**src/rtl/ula_sequencer_if.sv**
```systemverilog
// Decoder <-> ALU sequencer bundle: request/opcode/depth in, status and datapath strobes out.
// The master side is the instruction decoder; the slave side is ula_sequencer.
interface ula_sequencer_if #(
    parameter int ADDR_WIDTH = 12,
    parameter int SEL_WIDTH  = 4
);
    logic                  start;
    logic [SEL_WIDTH-1:0]  opcode;
    logic [ADDR_WIDTH-1:0] tos_in;
    logic                  busy;
    logic                  done;
    logic                  err;
    logic                  stack_rd_en;
    logic                  tos_dec;
    logic                  stack_wr_en;
    logic                  tos_inc;
    logic [1:0]            sel_mux_stack;
    logic                  ctrl_reg_op1;
    logic                  ctrl_reg_op2;
    logic                  ctrl_stack_comp;
    logic                  ctrl_reg_overflow;
    logic [SEL_WIDTH-1:0]  sel_ula;

    modport master (
        output start, opcode, tos_in,
        input  busy, done, err, stack_rd_en, tos_dec, stack_wr_en, tos_inc,
        input  sel_mux_stack, ctrl_reg_op1, ctrl_reg_op2, ctrl_stack_comp,
        input  ctrl_reg_overflow, sel_ula
    );

    modport slave (
        input  start, opcode, tos_in,
        output busy, done, err, stack_rd_en, tos_dec, stack_wr_en, tos_inc,
        output sel_mux_stack, ctrl_reg_op1, ctrl_reg_op2, ctrl_stack_comp,
        output ctrl_reg_overflow, sel_ula
    );
endinterface

```
**src/rtl/ula_sequencer.sv**
```systemverilog
// Control FSM for one stack-machine ALU operation: pop operands, fire the ALU, then push
// the result or load the compare flag. All outputs are decoded from the registered state.
module ula_sequencer #(
    parameter int ADDR_WIDTH = 12,
    parameter int SEL_WIDTH  = 4
) (
    input  logic          clk,
    input  logic          rst_n,
    ula_sequencer_if.slave bus
);
    typedef enum logic [2:0] {
        S_IDLE,
        S_POP1,
        S_LOAD1,
        S_POP2,
        S_LOAD2,
        S_EXEC,
        S_PUSH,
        S_DONE
    } state_t;

    state_t               state_reg, state_next;
    logic [SEL_WIDTH-1:0] op_reg, op_next;
    logic                 err_reg, err_next;

    // Opcode classes: 0-7 binary, 8-9 unary, A-F compare.
    function automatic logic is_unary(input logic [SEL_WIDTH-1:0] op);
        return (op >= SEL_WIDTH'(8)) && (op <= SEL_WIDTH'(9));
    endfunction

    function automatic logic is_compare(input logic [SEL_WIDTH-1:0] op);
        return op >= SEL_WIDTH'(10);
    endfunction

    logic [ADDR_WIDTH-1:0] need_depth;
    assign need_depth = is_unary(bus.opcode) ? ADDR_WIDTH'(1) : ADDR_WIDTH'(2);

    always_ff @(posedge clk or negedge rst_n) begin
        if (!rst_n) begin
            state_reg <= S_IDLE;
            op_reg    <= '0;
            err_reg   <= 1'b0;
        end else begin
            state_reg <= state_next;
            op_reg    <= op_next;
            err_reg   <= err_next;
        end
    end

    always_comb begin
        state_next = state_reg;
        op_next    = op_reg;
        err_next   = err_reg;
        case (state_reg)
            S_IDLE: begin
                if (bus.start) begin
                    op_next = bus.opcode;
                    if (bus.tos_in < need_depth) begin
                        err_next   = 1'b1;
                        state_next = S_DONE;
                    end else begin
                        err_next   = 1'b0;
                        state_next = S_POP1;
                    end
                end
            end
            S_POP1:  state_next = S_LOAD1;
            S_LOAD1: state_next = is_unary(op_reg) ? S_EXEC : S_POP2;
            S_POP2:  state_next = S_LOAD2;
            S_LOAD2: state_next = S_EXEC;
            S_EXEC:  state_next = is_compare(op_reg) ? S_DONE : S_PUSH;
            S_PUSH:  state_next = S_DONE;
            S_DONE:  state_next = S_IDLE;
            default: state_next = S_IDLE;
        endcase
    end

    logic                 busy_c, done_c, err_c, rd_c, dec_c, wr_c, inc_c;
    logic [1:0]           mux_c;
    logic                 op1_c, op2_c, comp_c, ovf_c;
    logic [SEL_WIDTH-1:0] sel_c;

    always_comb begin
        busy_c = 1'b0;
        done_c = 1'b0;
        err_c  = 1'b0;
        rd_c   = 1'b0;
        dec_c  = 1'b0;
        wr_c   = 1'b0;
        inc_c  = 1'b0;
        mux_c  = 2'b00;
        op1_c  = 1'b0;
        op2_c  = 1'b0;
        comp_c = 1'b0;
        ovf_c  = 1'b0;
        sel_c  = '0;
        if (state_reg != S_IDLE) begin
            busy_c = 1'b1;
            sel_c  = op_reg;
        end
        case (state_reg)
            S_POP1, S_POP2: begin
                rd_c  = 1'b1;
                dec_c = 1'b1;
            end
            // First pop returns the top of stack, which is the right-hand operand.
            S_LOAD1: begin
                if (is_unary(op_reg)) op1_c = 1'b1;
                else                  op2_c = 1'b1;
            end
            S_LOAD2: op1_c  = 1'b1;
            S_EXEC:  comp_c = is_compare(op_reg);
            S_PUSH: begin
                wr_c  = 1'b1;
                inc_c = 1'b1;
                ovf_c = 1'b1;
                mux_c = 2'b01;
            end
            S_DONE: begin
                done_c = 1'b1;
                err_c  = err_reg;
            end
            default: ;
        endcase
    end

    assign bus.busy              = busy_c;
    assign bus.done              = done_c;
    assign bus.err               = err_c;
    assign bus.stack_rd_en       = rd_c;
    assign bus.tos_dec           = dec_c;
    assign bus.stack_wr_en       = wr_c;
    assign bus.tos_inc           = inc_c;
    assign bus.sel_mux_stack     = mux_c;
    assign bus.ctrl_reg_op1      = op1_c;
    assign bus.ctrl_reg_op2      = op2_c;
    assign bus.ctrl_stack_comp   = comp_c;
    assign bus.ctrl_reg_overflow = ovf_c;
    assign bus.sel_ula           = sel_c;
endmodule
```
**src/flat_wrapper.sv**
```systemverilog
// flat-port wrapper written by rule: the top's interface ports become plain ports
module ula_sequencer_flat 
#(
    parameter int ADDR_WIDTH = 12,
    parameter int SEL_WIDTH  = 4
)
  (clk, rst_n, bus_start, bus_opcode, bus_tos_in, bus_busy, bus_done, bus_err, bus_stack_rd_en, bus_tos_dec, bus_stack_wr_en, bus_tos_inc, bus_sel_mux_stack, bus_ctrl_reg_op1, bus_ctrl_reg_op2, bus_ctrl_stack_comp, bus_ctrl_reg_overflow, bus_sel_ula);
  ula_sequencer_if #(.ADDR_WIDTH(ADDR_WIDTH), .SEL_WIDTH(SEL_WIDTH)) bus_i ();
  input  logic clk;
  input  logic rst_n;
  input wire logic [$bits(bus_i.start)-1:0] bus_start;
  input wire logic [$bits(bus_i.opcode)-1:0] bus_opcode;
  input wire logic [$bits(bus_i.tos_in)-1:0] bus_tos_in;
  output wire logic [$bits(bus_i.busy)-1:0] bus_busy;
  output wire logic [$bits(bus_i.done)-1:0] bus_done;
  output wire logic [$bits(bus_i.err)-1:0] bus_err;
  output wire logic [$bits(bus_i.stack_rd_en)-1:0] bus_stack_rd_en;
  output wire logic [$bits(bus_i.tos_dec)-1:0] bus_tos_dec;
  output wire logic [$bits(bus_i.stack_wr_en)-1:0] bus_stack_wr_en;
  output wire logic [$bits(bus_i.tos_inc)-1:0] bus_tos_inc;
  output wire logic [$bits(bus_i.sel_mux_stack)-1:0] bus_sel_mux_stack;
  output wire logic [$bits(bus_i.ctrl_reg_op1)-1:0] bus_ctrl_reg_op1;
  output wire logic [$bits(bus_i.ctrl_reg_op2)-1:0] bus_ctrl_reg_op2;
  output wire logic [$bits(bus_i.ctrl_stack_comp)-1:0] bus_ctrl_stack_comp;
  output wire logic [$bits(bus_i.ctrl_reg_overflow)-1:0] bus_ctrl_reg_overflow;
  output wire logic [$bits(bus_i.sel_ula)-1:0] bus_sel_ula;
  assign bus_i.start = bus_start;
  assign bus_i.opcode = bus_opcode;
  assign bus_i.tos_in = bus_tos_in;
  assign bus_busy = bus_i.busy;
  assign bus_done = bus_i.done;
  assign bus_err = bus_i.err;
  assign bus_stack_rd_en = bus_i.stack_rd_en;
  assign bus_tos_dec = bus_i.tos_dec;
  assign bus_stack_wr_en = bus_i.stack_wr_en;
  assign bus_tos_inc = bus_i.tos_inc;
  assign bus_sel_mux_stack = bus_i.sel_mux_stack;
  assign bus_ctrl_reg_op1 = bus_i.ctrl_reg_op1;
  assign bus_ctrl_reg_op2 = bus_i.ctrl_reg_op2;
  assign bus_ctrl_stack_comp = bus_i.ctrl_stack_comp;
  assign bus_ctrl_reg_overflow = bus_i.ctrl_reg_overflow;
  assign bus_sel_ula = bus_i.sel_ula;
  ula_sequencer #(.ADDR_WIDTH(ADDR_WIDTH), .SEL_WIDTH(SEL_WIDTH)) u_core (.clk(clk), .rst_n(rst_n), .bus(bus_i));
endmodule
```
**config.mk**
```make
export PLATFORM = sky130hd
export DESIGN_NAME = ula_sequencer_flat
export DESIGN_NICKNAME = d
export VERILOG_FILES = /design/src/rtl/ula_sequencer_if.sv /design/src/rtl/ula_sequencer.sv /design/src/flat_wrapper.sv
export SDC_FILE = /design/constraint.sdc
export NUM_CORES = 1
export LEC_CHECK = 0
export BUFFER_PORTS_ARGS = -buffer_cell sky130_fd_sc_hd__buf_2
export CELL_PAD_IN_SITES_DETAIL_PLACEMENT = 0
export CELL_PAD_IN_SITES_GLOBAL_PLACEMENT = 1
export CORE_UTILIZATION = 25
export CTS_BUF_LIST = sky130_fd_sc_hd__clkbuf_4
export CTS_CLUSTER_DIAMETER = 120
export CTS_CLUSTER_SIZE = 20
export DETAILED_ROUTE_END_ITERATION = 16
export GPL_TIMING_DRIVEN = 0
export HOLD_SLACK_MARGIN = 0.06
export PLACE_DENSITY_LB_ADDON = 0.12
export SLEW_MARGIN = 30
export SYNTH_ARGS = -nofsm -noshare
export SYNTH_HDL_FRONTEND = slang
export SYNTH_SLANG_ARGS = --single-unit
```
**constraint.sdc**
```tcl
create_clock -name clk -period 2.8 [get_ports clk]
set_clock_uncertainty 0.05 [all_clocks]
set_input_delay 0.28 -clock clk [delete_from_list [all_inputs] [get_ports clk]]
set_output_delay 0.28 -clock clk [all_outputs]
set_load 0.05 [all_outputs]
```
---- Word level (Yosys, flattened, before mapping) ----
Index checks and enable logic that the tools add are counted.
storage, ports and cells
  bits in registers ....................... 8
  input bits .............................. 19
  output and inout bits ................... 17
  logic and storage cells ................. 42
operators by class
  $lt $le $gt $ge ......................... 6
  eq/ne operators ......................... 8
  mux-type cells .......................... 19
  reductions and logical operators ........ 6
operator list
  kind                  number
  $pmux W3 S8           1
  $eq A3 B3 Y1 const B  4
  $ge A4 B4 Y1 const B  3
  $lt A12 B12 Y1        1
  $mux W1               12
  $mux W3               3
  $le A4 B4 Y1 const B  2
  $eq A3 B2 Y1 const B  2
  $mux W4               1
  $eq A3 B1 Y1 const B  1
  $logic_not A3 Y1      1
  $reduce_bool A3 Y1    1
  $logic_and A1 B1 Y1   2
  $mux W2               1
  $ne A2 B2 Y1 const B  1
  $pmux W1 S2           1
  $reduce_and A2 Y1     1
  $reduce_or A2 Y1      1

---- Longest topological paths before layout ----
  word-level depth ........................ 7
  gate-level depth with buffers ........... 7

---- Worst setup path after synthesis ----
OpenSTA, ideal clock, no wires.
  path type ............................... register to output
  start point ............................. register u_core.state_reg[0]
  end point ............................... output port bus_tos_dec
  arrival ................................. 1737 ps
  data required time ...................... 2470 ps
  path slack .............................. 733 ps
  stages on the path, launching flop included .. 4
  cell sequence ........................... dfrtp_1 -> clkbuf_1 -> nor2b_1 -> buf_4
on the way
  longest elaborated chain between the ends .. 3
RTL lines
  element                                       RTL line             RTL
  from (decl)                                   ula_sequencer.sv:22  state_t state_reg, state_next;
  from (signal assigned)                        ula_sequencer.sv:44  state_reg <= state_next;
  $eq A3 B1 Y1 or $eq A3 B2 Y1 (tied branches)  -
  $reduce_or A2 Y1 *                            -
  $mux W1 *                                     -
  to (decl)                                     flat_wrapper.sv:18   output wire logic [$bits(bus_i.tos_dec)-1:0] bus_tos_dec;
Mark *: on every way between the ends. The rest lies on a longest branch, timed or not.

---- Final worst setup path ----
  start point ............................. register u_core.state_reg[0]
  end point ............................... output port bus_err
on the way
  longest elaborated chain between the ends .. 2
RTL lines
  element       RTL line              RTL
  $eq A3 B3 Y1  ula_sequencer.sv:101  case (state_reg)
  $mux W1       ula_sequencer.sv:101
  to (decl)     flat_wrapper.sv:16    output wire logic [$bits(bus_i.err)-1:0] bus_err;
Every way passes these cells.

==> key figures <==
Run status
  • Status: complete, no violations

Timing
  • Setup TNS Final: 0 ps
  • Peak Freq: around 520 MHz
  • Fin crit share: 0.687
  • RSZ-0062 raised after global routing: false
  • Min Tclk post-route: 1920 ps
  • Final Hold Violating Endpoints: 0
  • Max Slew Vio Count: 0
  • Setup violations, final: 0
  • Final hold slack: 211 ps

Power
  • Leak: between 0.4 and 0.5 nW
  • Clock share of power: 0.078
  • Net Switching: 652 uW
  • Pint: ~460 uW
  • Switching share of power: 0.584
  • Sequential share of power: 0.192
  • Pwr Density: around 1400 nW/um^2
  • Peak VDD IR: 0.790 mV
  • Comb power frac: 0.730

Die
  • Core area: 2210 sq um
  • Boundary pin count: 36
  • Initial Util: 0.266
  • Placement Rows: 17
  • Die area: ~2600 sq um
  • DIE WIDTH: 50.6 um
  • Die height: 50.6 um

Clock network
  • Setup Buffers After CTS: 0
  • CTS resizes: 0
  • Clock sinks: 8
  • CTS tree: yes
  • Clock Path Buffers: 2
  • Worst skew pair latency: roughly 260 ps
  • Num CTS Buffers: 3
  • Reg clk slew, reported paths: 50 ps
  • Clock Tree Root: clkbuf_4
  • CTS H-Tree Depth: 1
  • Cts hold-fix bufs: 1

Critical path
  • CP Capture Type: output pin
  • WS Path Type: reg2out
  • Worst Path Arrival: about 1600 ps
  • Worst EP required: roughly 2500 ps
  • Startpoint Class: register
  • Worst-path fanout max: 10

GRT
  • Total congestion overflow: 0
  • Initial antenna violation count: 0
  • First-pass GRT wire length: around 2.3 mm
  • Largest net degree at the start of global routing: 11
  • Tot GR Track Use: 0.123
  • Number of global-route vias before repair: slightly above 500

Yosys
  • Yosys Warn Count: 0
  • Syn_nets: 87
  • Yosys cell types: 30
  • Synth Register Bits: 8
  • Mean Syn Cell Area: about 8.8 sq um
  • Synth Cell Area: 589 sq um
  • Synthesized instance count: 67
  • Seq/Total Area, Yosys: 0.340

Route
  • Wire per inst: between 10 and 15 um
  • Post-Route WL: approximately 1.4 mm
  • DR DRC count: 0
  • Drt pass-1 iters: 4
  • First DRT Iteration DRCs: 7
  • Via Count: 600
  • Via density per instance: between 4 and 5
  • Routed Antenna Nets: 0

Finish
  • Max reg flops: 4
  • Finished Core Util: 0.374
  • P&R area growth vs syn: 40.3%
  • Most common cell after layout, fill and taps aside: buf_2
  • Antenna Cells: 0
  • Total Nets Final: about 130
  • Layout cells sized above 1: 0.505
  • Most frequent cells in the layout: buf_2, dfrtp_1, nor2_1, nor2b_1, buf_4

Hold path
  • Hold Path Class: in2reg

Placement
  • RePlAce Congestion: between 0.7 and 0.8
  • DP Wirelength: around 1.1 mm
  • I/O Buffers: 34

Flow run
  • Max Cap Viol: 0
-- critical path, cell delays in order, from the launching register on --
cell and delay, ps:
dfrtp_1 380, clkbuf_1 350, and3_1 240, and2_1 120, buf_2 250
-- metrics by stage --
stage	cell area (sq um)	std cells	setup slack, ps	power (mW)
3_5_place_dp	795	129	996	1.04
5_1_grt	827	133	766	1.20
4_1_cts	827	133	861	1.13
3_3_place_gp	795	129	1030	1.04
6_report	827	133	877	1.12
2_1_floorplan	589	67	733	0.872
-- final cells by class --
cell class	count	area, sq um
timing repair buffer	35	180
tap	28	35.0
sequential	8	200
buffer	9	56.3
inverter	4	15.0
clock buffer	3	22.5
multi-input combinational	46	318
fill	265	1390
-- final timing paths --
path	start	to	slack, ps	cells past startpoint
max reg2reg	u_core.state_reg[1]	u_core.op_reg[2]	1090	5
min	bus_opcode[0]	u_core.op_reg[0]	210	2
min in group asynchronous	rst_n	u_core.state_reg[0]	350	2
max	u_core.state_reg[0]	bus_err	880	4
max in group asynchronous	rst_n	u_core.op_reg[2]	2180	2
min reg2reg	u_core.op_reg[0]	u_core.op_reg[0]	450	1
-- cell usage after synthesis, drive strengths merged --
library cell | count | area [sq um]
a211o | 1 | 8.76
nor4 | 2 | 27.5
mux2i | 1 | 10.0
nand4 | 2 | 12.5
or4 | 1 | 11.3
nor2 | 7 | 26.3
and3 | 1 | 6.26
conb | 1 | 3.75
a31oi | 1 | 6.26
dfrtp | 8 | 200
inv | 4 | 15.0
mux2 | 4 | 45.0
o41ai | 1 | 8.76
nand2b | 1 | 6.26
nor3 | 2 | 15.0
o21ai | 5 | 25.0
and2 | 2 | 12.5
clkbuf | 1 | 3.75
a21oi | 1 | 5.00
nor2b | 7 | 43.8
buf | 8 | 52.6
ha | 1 | 12.5
nand2 | 3 | 11.3
a21boi | 1 | 7.51
o31ai | 1 | 12.5
-- kinds of logic (layout without fill, tap and decap cells) --
group	Yosys count	count (layout)	synth area share
compound gates	11	11	0.125
buf+inv	13	51	0.121
simple gates	28	28	0.293
mux	5	5	0.0934
flops	8	8	0.340
other cells	1	1	0.00636
fa+ha+maj	1	1	0.0212
-- routing by layer --
metal	vias up	routed length [um]	GRT usage
li1	300	-	-
met1	276	595	0.142
met2	22	659	0.200
met3	2	91	0.0545
met4	0	6	0.0417
met5	-	0	0
-- power groups by stage --
stage	Sequential (mW)	Combinational (mW)	Clock, mW
6_report	0.214	0.815	0.0876
5_1_grt	0.224	0.878	0.101
4_1_cts	0.216	0.822	0.0925
3_5_place_dp	0.217	0.819	0
3_3_place_gp	0.217	0.818	0
2_1_floorplan	0.201	0.671	0
Note: power is estimated with default switching activity, not from simulation.
